==> src/rtl/note_scheduler_if.sv <==
// note_scheduler_if: request inputs and tone/LED outputs of the
// note sequencer, grouped for the scheduler and its driver.
interface note_scheduler_if #(
    parameter int QW = 3
);
    logic [7:0]    rxData;
    logic          rxValid;
    logic [3:0]    btnPulse;
    logic [17:0]   toneHalfPeriod;
    logic          toneEn;
    logic [11:0]   ledNote;
    logic          busy;
    logic [QW-1:0] queueLevel;
    logic          dropped;

    modport master (
        output rxData, rxValid, btnPulse,
        input  toneHalfPeriod, toneEn, ledNote,
        input  busy, queueLevel, dropped
    );

    modport slave (
        input  rxData, rxValid, btnPulse,
        output toneHalfPeriod, toneEn, ledNote,
        output busy, queueLevel, dropped
    );
endinterface

==> src/rtl/note_scheduler.sv <==
// note_scheduler: maps UART keys / buttons to notes, queues them
// and plays them one at a time with a silent gap in between.
module note_scheduler #(
    parameter int  C_SYSCLK_FRQ  = 100_000_000,
    parameter real C_MUSIC       = 5.0,
    parameter int  C_GAP_CYCLES  = 1000,
    parameter int  C_QUEUE_DEPTH = 4
) (
    input  logic              sysClk,
    input  logic              sysRst,
    note_scheduler_if.slave   bus
);
    localparam int AW = $clog2(C_QUEUE_DEPTH);
    localparam int QW = AW + 1;
    localparam int D_CYC =
        $rtoi(real'(C_SYSCLK_FRQ) * C_MUSIC / 1000.0 + 0.5);
    localparam int CMAX =
        (D_CYC > C_GAP_CYCLES) ? D_CYC : C_GAP_CYCLES;
    localparam int CW = $clog2(CMAX + 1);
    localparam logic [CW-1:0] D_LOAD = CW'(D_CYC - 1);
    localparam logic [CW-1:0] G_LOAD = CW'(C_GAP_CYCLES - 1);

    localparam logic [1:0] S_IDLE = 2'd0;
    localparam logic [1:0] S_PLAY = 2'd1;
    localparam logic [1:0] S_GAP  = 2'd2;

    function automatic logic [12*18-1:0] hp_table();
        logic [12*18-1:0] t;
        real f;
        t = '0;
        for (int i = 0; i < 12; i++) begin
            f = 261.6256 * (2.0 ** (real'(i) / 12.0));
            t[i*18 +: 18] =
                18'($rtoi(real'(C_SYSCLK_FRQ) / (2.0 * f) + 0.5));
        end
        return t;
    endfunction

    localparam logic [12*18-1:0] HP_TAB = hp_table();

    logic          key_hit;
    logic [3:0]    key_idx;
    logic [3:0]    btn_idx;
    logic          stop, key_req, btn_req;
    logic          win_valid, lost, push, pop, full, drop;
    logic [3:0]    win_idx, head;

    logic [3:0]    mem_q [C_QUEUE_DEPTH];
    logic [AW-1:0] wr_q, rd_q;
    logic [QW-1:0] cnt_q;

    logic [1:0]    state_q, state_d;
    logic [CW-1:0] tmr_q, tmr_d;
    logic [17:0]   hp_q, hp_d;
    logic          en_q, en_d;
    logic [11:0]   led_q, led_d;
    logic          busy_q, drop_q;

    // ASCII key to note index
    always_comb begin
        key_hit = 1'b1;
        key_idx = 4'd0;
        case (bus.rxData)
            8'h7A:   key_idx = 4'd0;
            8'h73:   key_idx = 4'd1;
            8'h78:   key_idx = 4'd2;
            8'h64:   key_idx = 4'd3;
            8'h63:   key_idx = 4'd4;
            8'h76:   key_idx = 4'd5;
            8'h67:   key_idx = 4'd6;
            8'h62:   key_idx = 4'd7;
            8'h68:   key_idx = 4'd8;
            8'h6E:   key_idx = 4'd9;
            8'h6A:   key_idx = 4'd10;
            8'h6D:   key_idx = 4'd11;
            default: key_hit = 1'b0;
        endcase
    end

    // lowest pressed button wins
    always_comb begin
        btn_idx = 4'd0;
        if (bus.btnPulse[0])      btn_idx = 4'd0;
        else if (bus.btnPulse[1]) btn_idx = 4'd4;
        else if (bus.btnPulse[2]) btn_idx = 4'd7;
        else if (bus.btnPulse[3]) btn_idx = 4'd11;
    end

    assign stop    = bus.rxValid && (bus.rxData == 8'hFF);
    assign key_req = bus.rxValid && key_hit;
    assign btn_req = |bus.btnPulse;

    assign win_valid = !stop && (btn_req || key_req);
    assign win_idx   = btn_req ? btn_idx : key_idx;
    assign lost      = btn_req && (stop || key_req);

    assign full = (cnt_q == QW'(C_QUEUE_DEPTH));
    assign pop  = !stop && (state_q == S_IDLE) && (cnt_q != '0);
    assign push = win_valid && (!full || pop);
    assign drop = lost || (win_valid && !push);
    assign head = mem_q[rd_q];

    // queue storage, no reset needed
    always_ff @(posedge sysClk) begin
        if (push) mem_q[wr_q] <= win_idx;
    end

    // queue pointers and occupancy; STOP flushes
    always_ff @(posedge sysClk or posedge sysRst) begin
        if (sysRst) begin
            wr_q  <= '0;
            rd_q  <= '0;
            cnt_q <= '0;
        end else if (stop) begin
            wr_q  <= '0;
            rd_q  <= '0;
            cnt_q <= '0;
        end else begin
            if (push) wr_q <= wr_q + 1'b1;
            if (pop)  rd_q <= rd_q + 1'b1;
            case ({push, pop})
                2'b10:   cnt_q <= cnt_q + 1'b1;
                2'b01:   cnt_q <= cnt_q - 1'b1;
                default: cnt_q <= cnt_q;
            endcase
        end
    end

    // play/gap sequencer next state
    always_comb begin
        state_d = state_q;
        tmr_d   = tmr_q;
        hp_d    = hp_q;
        en_d    = en_q;
        led_d   = led_q;
        if (stop) begin
            state_d = S_IDLE;
            en_d    = 1'b0;
            led_d   = '0;
        end else begin
            case (state_q)
                S_IDLE: if (pop) begin
                    hp_d    = HP_TAB[int'(head)*18 +: 18];
                    en_d    = 1'b1;
                    led_d   = 12'b1 << head;
                    tmr_d   = D_LOAD;
                    state_d = S_PLAY;
                end
                S_PLAY: if (tmr_q == '0) begin
                    en_d    = 1'b0;
                    led_d   = '0;
                    tmr_d   = G_LOAD;
                    state_d = S_GAP;
                end else begin
                    tmr_d = tmr_q - 1'b1;
                end
                S_GAP: if (tmr_q == '0) begin
                    state_d = S_IDLE;
                end else begin
                    tmr_d = tmr_q - 1'b1;
                end
                default: state_d = S_IDLE;
            endcase
        end
    end

    // sequencer and output registers
    always_ff @(posedge sysClk or posedge sysRst) begin
        if (sysRst) begin
            state_q <= S_IDLE;
            tmr_q   <= '0;
            hp_q    <= '0;
            en_q    <= 1'b0;
            led_q   <= '0;
            busy_q  <= 1'b0;
            drop_q  <= 1'b0;
        end else begin
            state_q <= state_d;
            tmr_q   <= tmr_d;
            hp_q    <= hp_d;
            en_q    <= en_d;
            led_q   <= led_d;
            busy_q  <= (state_d != S_IDLE);
            drop_q  <= drop;
        end
    end

    assign bus.toneHalfPeriod = hp_q;
    assign bus.toneEn         = en_q;
    assign bus.ledNote        = led_q;
    assign bus.busy           = busy_q;
    assign bus.queueLevel     = cnt_q;
    assign bus.dropped        = drop_q;
endmodule

==> src/flat_wrapper.sv <==
// flat-port wrapper written by rule: the top's interface ports become plain ports
module note_scheduler_flat 
#(
    parameter int  C_SYSCLK_FRQ  = 100_000_000,
    parameter real C_MUSIC       = 5.0,
    parameter int  C_GAP_CYCLES  = 1000,
    parameter int  C_QUEUE_DEPTH = 4
)
  (sysClk, sysRst, bus_rxData, bus_rxValid, bus_btnPulse, bus_toneHalfPeriod, bus_toneEn, bus_ledNote, bus_busy, bus_queueLevel, bus_dropped);
  note_scheduler_if #(.QW((3))) bus_i ();
  input  logic sysClk;
  input  logic sysRst;
  input wire logic [$bits(bus_i.rxData)-1:0] bus_rxData;
  input wire logic [$bits(bus_i.rxValid)-1:0] bus_rxValid;
  input wire logic [$bits(bus_i.btnPulse)-1:0] bus_btnPulse;
  output wire logic [$bits(bus_i.toneHalfPeriod)-1:0] bus_toneHalfPeriod;
  output wire logic [$bits(bus_i.toneEn)-1:0] bus_toneEn;
  output wire logic [$bits(bus_i.ledNote)-1:0] bus_ledNote;
  output wire logic [$bits(bus_i.busy)-1:0] bus_busy;
  output wire logic [$bits(bus_i.queueLevel)-1:0] bus_queueLevel;
  output wire logic [$bits(bus_i.dropped)-1:0] bus_dropped;
  assign bus_i.rxData = bus_rxData;
  assign bus_i.rxValid = bus_rxValid;
  assign bus_i.btnPulse = bus_btnPulse;
  assign bus_toneHalfPeriod = bus_i.toneHalfPeriod;
  assign bus_toneEn = bus_i.toneEn;
  assign bus_ledNote = bus_i.ledNote;
  assign bus_busy = bus_i.busy;
  assign bus_queueLevel = bus_i.queueLevel;
  assign bus_dropped = bus_i.dropped;
  note_scheduler #(.C_SYSCLK_FRQ(C_SYSCLK_FRQ), .C_MUSIC(C_MUSIC), .C_GAP_CYCLES(C_GAP_CYCLES), .C_QUEUE_DEPTH(C_QUEUE_DEPTH)) u_core (.sysClk(sysClk), .sysRst(sysRst), .bus(bus_i));
endmodule
==> config.mk <==
export PLATFORM = sky130hd
export DESIGN_NAME = note_scheduler_flat
export DESIGN_NICKNAME = d
export VERILOG_FILES = /design/src/rtl/note_scheduler_if.sv /design/src/rtl/note_scheduler.sv /design/src/flat_wrapper.sv
export SDC_FILE = /design/constraint.sdc
export NUM_CORES = 1
export LEC_CHECK = 0
export BUFFER_PORTS_ARGS = -buffer_cell sky130_fd_sc_hd__buf_2
export CAP_MARGIN = 20
export CORE_AREA = 3 3 95 97
export CTS_CLUSTER_DIAMETER = 150
export DETAILED_ROUTE_END_ITERATION = 10
export DIE_AREA = 0 0 98 100
export HOLD_SLACK_MARGIN = 0.15
export PLACE_DENSITY_LB_ADDON = 0.05
export SLEW_MARGIN = 20
export SYNTH_ARGS = -nofsm -noshare
export SYNTH_HDL_FRONTEND = slang
export SYNTH_SLANG_ARGS = --single-unit
==> constraint.sdc <==
create_clock -name sysClk -period 2.4 [get_ports sysClk]
set_clock_uncertainty 0.15 [all_clocks]
set_input_delay 0.24 -clock sysClk [delete_from_list [all_inputs] [get_ports sysClk]]
set_output_delay 0.24 -clock sysClk [all_outputs]
set_load 0.1 [all_outputs]
==> flow_metrics.env <==
export IMPL_final_max_slew_violation_count=0
export IMPL_hold_viol=0
export IMPL_post_place_ws_ps=-47.2
export IMPL_ys_async_sr_fraction=0.792
export IMPL_worstSkewPairLatency_ps=360
export IMPL_arrival_ps=2380
export IMPL_slowest_delay_ps=530
export IMPL_netlist_instances=445
export IMPL_cp_slowest_cell="mux4_2"
export IMPL_crit_fanout=8
export IMPL_cts_setup_buffers=0
export IMPL_grt_max_degree=39
export IMPL_ys_seq_elements=77
export IMPL_clockRootBuffer="clkbuf_8"
export IMPL_synthDistinctLibCells=65
export IMPL_syn_nets=478
export IMPL_end_kind="flip-flop"
export IMPL_vias=3666
export IMPL_clk_pin_slew_ps=80
export IMPL_start_util=0.530
export IMPL_syn_to_final_growth_pct=20.9
export IMPL_grt_pass1_vias=3423
export IMPL_startpoint_type="flip-flop"
export IMPL_hpwlAfterDp_um=6930
export IMPL_port_buffers=50
export IMPL_drc=0
export IMPL_core_region_area_sq_um=8220
export IMPL_min_period_ps=2280
export IMPL_drtIter0Drc=161
export IMPL_tightest_slew_ps=638
export IMPL_clockBufferDepth=2
export IMPL_die_w_um=98
export IMPL_dieArea_sq_um=9800
export IMPL_synth_top_area_frac=0.351
export IMPL_cts_buffers=9
export IMPL_crit_path_cell_trace="mux4_2, inv_1, ha_1, a221o_1, a21oi_1, nor2_1"
export IMPL_slew_headroom=0.570
export IMPL_nets=557
export IMPL_gp_congestion=0.879
export IMPL_status="finished, final reports clean"
export IMPL_required_ps=2500
export IMPL_std_cell_rows=33
export IMPL_viasPerCell=5.78
export IMPL_min_period_over_period=0.950
export IMPL_finalSetupViolCount=0
export IMPL_drive_gt1_frac=0.268
export IMPL_synth_edff_count=16
export IMPL_antenna_left=0
export IMPL_synth_flop_cell="dfrtp_1"
export IMPL_cts_sinks=77
export IMPL_max_freq_mhz=439
export IMPL_diodes=0
export IMPL_dpl_cell_area_sq_um=4990
export IMPL_track_usage=0.203
export IMPL_yosys_top_cells_area="dfrtp_1 35%, edfxtp_1 11%, ha_1 4.9%"
export IMPL_critPathKind="reg2reg"
export IMPL_antenna_found_initial=0
export IMPL_top_level_ports=51
export IMPL_yosysTopAreaCell="dfrtp_1"
export IMPL_design_area_sq_um=5260
export IMPL_grt_pass1_wl_um=16400
export IMPL_netlist_area_sq_um=4350
export IMPL_drt_total_wl_um=9500
export IMPL_yosysSeqAreaShare=0.461
export IMPL_detailedRoute_firstPassIterationCount=4
export IMPL_avgRoutedWirePerCell_um=15.0
export IMPL_overflow=0
export IMPL_cts_tree="built"
export IMPL_postSynthAreaPerCell_sq_um=9.78
export IMPL_hold_path_class="in2reg"
export IMPL_yosysWarningCount=0
export IMPL_max_cap_violations=0
export IMPL_cts_max_level=3
export IMPL_setup_ws_ps=120
export IMPL_die_h_um=100
==> Yosys cell counts (all sizes together), types with 2 or more instances <==
library cell  count
xor2              3
nand2b            6
edfxtp           16
nor2             44
a221oi            2
mux2i             6
a21oi            29
a21o              5
mux4              4
nand3b            2
o221ai            4
o21ai            36
and3              3
ha               17
nor3             12
o2111a            2
o22a              2
o21a              5
clkbuf           17
nand3             8
nor2b             7
or3               3
dfrtp            61
nor4              8
o311ai            3
buf              12
xnor2             6
nor3b             2
or2               4
a31oi             5
a211o             3
o41ai             3
inv              16
a22o             20
a21boi            2
a211oi            8
nand4             4
nand2            34
o31ai             5
and2              5
==> cell families after synthesis <==
family          count (synthesis)  share of synthesized area
simple gates                  143                      0.166
compound gates                143                      0.225
fa+ha+maj                      18                     0.0534
xor+xnor                        9                     0.0181
flops                          77                      0.461
buf+inv                        45                     0.0425
mux                            10                     0.0345
==> worst max-delay path: cells and delay by family, from the launching register on <==
family / cells / cell delay (ps)
AO/OA/AOI/OAI: 2 / 520
adder cells (fa/ha/maj): 1 / 350
buffers and inverters: 1 / 140
flip-flops: 1 / 440
multiplexers: 1 / 530
AND/OR/NAND/NOR: 1 / 50
==> final cells by class <==
| class | instances | area (sq um) |
|---|---|---|
| sequential | 77 | 2010 |
| multi-input combinational | 323 | 2220 |
| fill | 682 | 2950 |
| tap | 105 | 131 |
| clock buffer | 10 | 131 |
| inverter | 16 | 60.1 |
| clock inverter | 6 | 71.3 |
| timing repair buffer | 97 | 638 |
==> layout by cell type (no fill, tap or decap), types with 6 or more instances in the layout <==
cell / instances
a21oi_1: 27
edfxtp_1: 16
mux2i_1: 6
nor2b_1: 7
o21ai_1: 6
nor3_1: 11
clkbuf_8: 9
dfrtp_1: 57
ha_1: 16
nor2_1: 42
nand3_1: 6
o21ai_0: 30
buf_4: 41
buf_2: 50
nand2_1: 33
a22o_1: 20
xnor2_1: 6
inv_1: 13
a211oi_1: 7
==> metrics by stage <==
step | TNS (ps) | util | cells | hold WS [ps]
CTS | 0 | 0.637 | 634 | 180
finish | 0 | 0.640 | 634 | 191
detailed placement | -47.2 | 0.608 | 614 | 163
floorplan | -139 | - | 445 | 312
global placement | 0 | 0.608 | 614 | 157
global route | -15.3 | 0.640 | 634 | 221
==> sequential cells by signal (all words and copies together), names as in the netlist <==
signal                     flops
u_core.rd_q                    2
u_core.bus.dropped             1
u_core.wr_q                    2
u_core.mem_q                  16
u_core.bus.queueLevel          3
u_core.tmr_q                  19
u_core.bus.ledNote            12
u_core.bus.toneEn              1
u_core.state_q                 2
u_core.bus.busy                1
u_core.bus.toneHalfPeriod     18
==> final timing paths <==
kind / from / end / slack [ps] / cells past startpoint
max: u_core.rd_q[0] / u_core.bus.toneHalfPeriod[8] / 120 / 6
min: bus_rxData[5] / u_core.bus.dropped / 190 / 4
max reg2reg: u_core.rd_q[0] / u_core.bus.toneHalfPeriod[8] / 120 / 6
min reg2reg: u_core.bus.toneHalfPeriod[14] / u_core.bus.toneHalfPeriod[14] / 330 / 2
max in group asynchronous: sysRst / u_core.bus.queueLevel[0] / 1170 / 4
min in group asynchronous: sysRst / u_core.bus.ledNote[5] / 320 / 3
==> routing by layer <==
metal | track usage | share of wire | wire length (um) | vias to the layer above
li1 | - | - | - | 1798
met1 | 0.284 | 0.48 | 4580 | 1751
met2 | 0.320 | 0.45 | 4310 | 100
met3 | 0.0375 | 0.049 | 467 | 17
met4 | 0.0650 | 0.015 | 140 | 0
met5 | 0 | 0 | 0 | -
==> repair_timing <==
action | in CTS | in global routing
setup endpoints to repair | 0 | 13
hold endpoints to repair | 28 | 0
gates resized for setup | 0 | 8
hold buffers | 4 | 0
Power is not shown: default switching activity piles up to over one toggle a cycle in this logic, so the estimate is an artifact.
